$ cat src/rtl/seq_barrel_shifter.sv
// Iterative barrel shifter with valid/ready handshakes: one bit position per clock.
// Optional BSHIFT_ARITH_EN enables sign-filling arithmetic right shift for mode 10.
module seq_barrel_shifter #(
  parameter int WIDTH = 8,
  parameter int AMT_W = 3
) (
  input  logic             clk,
  input  logic             rst_n,
  input  logic             in_valid,
  output logic             in_ready,
  input  logic [WIDTH-1:0] in_data,
  input  logic [AMT_W-1:0] in_amt,
  input  logic             in_lr,
  input  logic [1:0]       in_mode,
  output logic             out_valid,
  input  logic             out_ready,
  output logic [WIDTH-1:0] out_data,
  output logic             busy
);

  typedef enum logic [1:0] {
    IDLE  = 2'd0,
    SHIFT = 2'd1,
    HOLD  = 2'd2
  } state_t;

  state_t           r_state;
  state_t           w_state_nxt;
  logic [WIDTH-1:0] r_data;
  logic [AMT_W-1:0] r_cnt;
  logic             r_lr;
  logic [1:0]       r_mode;
  logic             w_accept;
  logic             w_step;

  // Single-position step; reserved mode 11 falls through to logical.
  function automatic logic [WIDTH-1:0] f_step(input logic [WIDTH-1:0] d,
                                              input logic             lr,
                                              input logic [1:0]       mode);
    logic [WIDTH-1:0] res;
    if (lr) begin
      res = (mode == 2'b01) ? {d[WIDTH-2:0], d[WIDTH-1]} : {d[WIDTH-2:0], 1'b0};
    end else if (mode == 2'b01) begin
      res = {d[0], d[WIDTH-1:1]};
`ifdef BSHIFT_ARITH_EN
    end else if (mode == 2'b10) begin
      res = {d[WIDTH-1], d[WIDTH-1:1]};
`endif
    end else begin
      res = {1'b0, d[WIDTH-1:1]};
    end
    return res;
  endfunction

  always_ff @(posedge clk or negedge rst_n) begin
    if (!rst_n) r_state <= IDLE;
    else        r_state <= w_state_nxt;
  end

  always_comb begin
    w_state_nxt = r_state;
    in_ready    = 1'b0;
    out_valid   = 1'b0;
    busy        = 1'b1;
    w_accept    = 1'b0;
    w_step      = 1'b0;
    case (r_state)
      IDLE: begin
        in_ready = 1'b1;
        busy     = 1'b0;
        w_accept = in_valid;
        if (in_valid) w_state_nxt = SHIFT;
      end
      SHIFT: begin
        if (r_cnt == '0) w_state_nxt = HOLD;
        else             w_step      = 1'b1;
      end
      HOLD: begin
        out_valid = 1'b1;
        if (out_ready) w_state_nxt = IDLE;
      end
      default: w_state_nxt = IDLE;
    endcase
  end

  // Operand capture on accept, then one step per SHIFT cycle while cnt is nonzero.
  always_ff @(posedge clk or negedge rst_n) begin
    if (!rst_n) begin
      r_data <= '0;
      r_cnt  <= '0;
      r_lr   <= 1'b0;
      r_mode <= 2'b00;
    end else if (w_accept) begin
      r_data <= in_data;
      r_cnt  <= in_amt;
      r_lr   <= in_lr;
      r_mode <= in_mode;
    end else if (w_step) begin
      r_data <= f_step(r_data, r_lr, r_mode);
      r_cnt  <= r_cnt - 1'b1;
    end
  end

  assign out_data = r_data;

endmodule

$ cat config.mk
export PLATFORM = sky130hd
export DESIGN_NAME = seq_barrel_shifter
export DESIGN_NICKNAME = d
export VERILOG_FILES = /design/src/rtl/seq_barrel_shifter.sv
export SDC_FILE = /design/constraint.sdc
export NUM_CORES = 1
export LEC_CHECK = 0
export ABC_CLOCK_PERIOD_IN_PS = 2600
export CORE_MARGIN = 2
export CORE_UTILIZATION = 60
export DETAILED_ROUTE_END_ITERATION = 12
export DONT_BUFFER_PORTS = 1
export GPL_ROUTABILITY_DRIVEN = 0
export PLACE_DENSITY = 0.76
export REMOVE_ABC_BUFFERS = 1
export SETUP_SLACK_MARGIN = 0.4
export SYNTH_ARGS = -nofsm -noshare
export SYNTH_HDL_FRONTEND = slang
export SYNTH_SLANG_ARGS = --single-unit
$ cat constraint.sdc
create_clock -name clk -period 2.6 [get_ports clk]
set_clock_uncertainty 0.15 [all_clocks]
set_input_delay 0.13 -clock clk [delete_from_list [all_inputs] [get_ports clk]]
set_output_delay 0.13 -clock clk [all_outputs]
set_load 0.05 [all_outputs]
# == Word level (Yosys, flattened, before mapping) ==
# Index checks and enable logic that the tools add are counted.
# word_totals
reg_bits,16
rom_bits,0
memories,0
latchBits,0
mem_bits_rw,0
out_inout_bits,11
# classes
order_cmp,0
n_eq_ne,6
add_sub_neg,1
bitwise_logic,0
muxes,17
multipliers,0
n_div,0
n_shift,0
n_reduce_logical,4
# op_table
cell,n
$mux W8,4
$mux W1,7
$mux W2,3
$mux W3,2
$ne A2 B2 Y1 const B,3
$pmux W2 S3,1
$eq A2 B1 Y1 const B,2
$logic_not A3 Y1,1
$reduce_and A3 Y1,1
$sub A3 B1 Y3 const B,1
$eq A2 B2 Y1 const B,1
$logic_not A2 Y1,1
$reduce_bool A2 Y1,1

# == Longest topological paths before layout ==
# depth
ltp_word,5
depth_mapped,7
mapped_depth_nobuf,6

# == Worst setup path after synthesis ==
# Ideal clock, no wire load.
# synth_path
kind,reg-to-reg
start,register r_cnt[0]
end,register r_data[0] (netlist: out_data[0])
stages_incl_launch_ff,8
path_buffers,1
required_ps,2325
setup_slack_ps,549
arrival_ps,1776
synth_period_minus_slack_ps,2051
path_cell_list,dfrtp_1 > inv_1 > ha_1 > ha_1 > or2b_1 > a21oi_1 > buf_2 > mux2_2
# synth_between
elab_chain_cells,4
# synth_lines
element,line,rtl
"start, declared",30,logic [AMT_W-1:0] r_cnt;
"start signal, assigned",95,r_cnt <= in_amt;
"start signal, assigned",100,r_cnt <= r_cnt - 1'b1;
$logic_not A3 Y1,75,if (r_cnt == '0) w_state_nxt = HOLD;
$mux W1,75,
$mux W1,67,case (r_state)
$reduce_bool A2 Y1 (no source line),-,
"end signal, assigned",94,r_data <= in_data;
"end signal, assigned",99,"r_data <= f_step(r_data, r_lr, r_mode);"
"end, declared",29,logic [WIDTH-1:0] r_data;
# Every way passes these cells.
# A chain may end at the register's enable or synchronous reset.

# == Worst setup path in the final report ==
# layout_path
start,register r_cnt[0]
end,register r_data[5] (netlist: out_data[5])
# The elaborated chain is that of the path after synthesis.

==> flow_summary.ini <==
[clocking]
cts_tree = done
cts-root-buf = clkbuf_4
cts.clk_slew.worst_paths_ns = 0.08
cts_setup_buffers = 0
cts_buffers = 3
clock_latency_ns = 0.28
cts_buffer_depth = 2
cts.htree.levels = 1
cts.sinks = 16

[timing]
rsz0062_at_grt = no
fmax_ghz = 0.4859
layout_setup_ws_ns = 0.5421
max_slew_margin = 0.5066
fin_crit_sh = 0.7915
hold_viol_final = 0
setup_viol = 0
worstMarginPinSlew_ns = 0.7385
slew_violations = 0
period_needed_ns = 2.058
setup_tns_ns = 0

[synthesis]
synth_area_sq_um = 977.2
synth_warnings = 0
ys_ff_latch = 16
yosysSeqAreaShare = 0.4097
syn_inst = 86
yosysTopAreaCell = dfrtp_1
post_synth_num_cell_types = 25
synth_area_leaders = dfrtp_1, mux2_4, mux2_2
netlist.area_leader.share = 0.4097
syn_avg_cell_area_sq_um = 11.36

[die]
num_io_pins = 29
rows = 14
die_x_microns = 44.36
coreArea_sq_mm = 0.001524
die-area_sq_mm = 0.001967
fp.dieH_microns = 44.36
initial_core_util = 0.6412

[global_routing]
grt.overflow.total = 0
grt_pass1_vias = 735
grt_max_degree = 17
antenna_found_initial = 0
grt_usage = 0.2286
grt_pass1_wl_microns = 3201

[min_path]
min_path_cells = 3
min_from = in_valid
hp-class = input pin to register

[worst_setup_path]
cp_max_fo = 11
slowest_stage = dfrtp_1
critPathKind = register to register
critPathCaptureType = register
crit_chain = inv_1 -> ha_1 -> ha_1 -> or2b_1 -> a21oi_1 -> buf_6 -> mux2_2
r2r-start = r_cnt[0]$_DFFE_PN0P_
crit_start = r_cnt[0]$_DFFE_PN0P_
critPathRequiredTime_ns = 2.62
reg2reg_depth = 7
cp-start-kind = register
cp_common_cell = ha_1
arrival_ns = 2.07
slowest_delay_ns = 0.39

[drt]
vias = 661
drtIter0Drc = 11
vias_per_cell = 5.650
drc = 0
dr.pass1.iters = 5
wl_per_cell_microns = 16.46
ant_nets = 0
drt_wl_total_microns = 1926

[placed_design]
numPortBuffers = 0
dpl.hpwl_microns = 1260
pre_cts_slack_ns = 0.5482

[final_layout]
final_core_util = 0.7562
final_common_cell = dfrtp_1
layout-drive-gt1-share = 0.2574
n_antenna_cell = 0
nets = 123
final_cell_mix = dfrtp_1, dlygate4sd3_1, nand2_1
syn_to_final_growth_pct = 17.93

[run]
maxCapViolations = 0

[status]
status = complete, no violations
==> synth_stat cells <==
cell	count
buf_2	2
nand2_1	11
a32oi_1	1
nor3b_1	1
or3b_4	1
dfrtp_1	16
nor2_1	1
nor3_1	1
ha_1	2
mux2i_1	4
o21ai_0	2
inv_1	8
nand3b_1	1
mux2_2	10
a21oi_1	2
clkbuf_1	1
or4bb_1	1
buf_6	2
o21bai_1	1
mux2_4	10
a31oi_1	2
nand2b_1	2
or2b_1	1
nand4b_1	1
nor4b_1	2
==> final timing paths <==
kind	slack [ns]	endpoint
max	0.54	out_data[5]$_DFFE_PN0P_
max reg2reg	0.54	out_data[5]$_DFFE_PN0P_
min	0.02	r_state[0]$_DFFE_PN0P_
max in group asynchronous	1.67	r_mode[1]$_DFFE_PN0P_
min in group asynchronous	0.19	out_data[1]$_DFFE_PN0P_
min reg2reg	0.37	r_mode[0]$_DFFE_PN0P_
==> routing by layer <==
metal	vias up	track usage	routed length, microns
li1	330	-	-
met1	307	0.2559	790
met2	22	0.4088	1007
met3	2	0.08571	109
met4	0	0.05455	19
met5	-	0	0
==> kinds of logic after synthesis <==
group	Yosys count	share of synthesized area
muxes	24	0.3099
and+or+nand+nor	23	0.1370
AOI/OAI and AO/OA	8	0.04994
DFF	16	0.4097
adders and majority gates	2	0.02560
buffers and inverters	13	0.06786
==> timing repair <==
action	CTS	global route
endpoints found under the hold margin	29	0
setup endpoints to repair	0	1
gates resized for setup	0	1
hold buffers	15	0
==> final cells by class <==
type / count / area, sq um
inverters: 8 / 30.03
repair buffers: 17 / 168.9
flip-flops and latches: 16 / 400.4
well taps: 16 / 20.02
clock buffers: 3 / 22.52
multi-input cells: 57 / 510.5
fillers: 112 / 371.6
==> worst max-delay path, delay by kind of cell, from the launching register on <==
family          cells  cell delay (ns)
fa+ha+maj           2             0.41
flops               1             0.39
mux                 1             0.34
buf+inv             2             0.25
simple gates        1             0.24
compound gates      1             0.16
==> flip-flops by register name, summed over array words and instances, names as in the netlist <==
signal / flops
r_mode: 2
r_lr: 1
r_state: 2
r_cnt: 3
out_data: 8
==> stage by stage <==
step	instance area [sq um]	instances	hold WS, ns
final	1152	117	0.02356
after global routing	1152	117	0.03512
after CTS	1149	117	0.03471
after detailed placement	975.9	99	-0.3152
after global placement	975.9	99	-0.3153
after floorplan	940.9	81	-0.3156
Power is not shown: default switching activity piles up to over one toggle a cycle in this logic, so the estimate is an artifact.
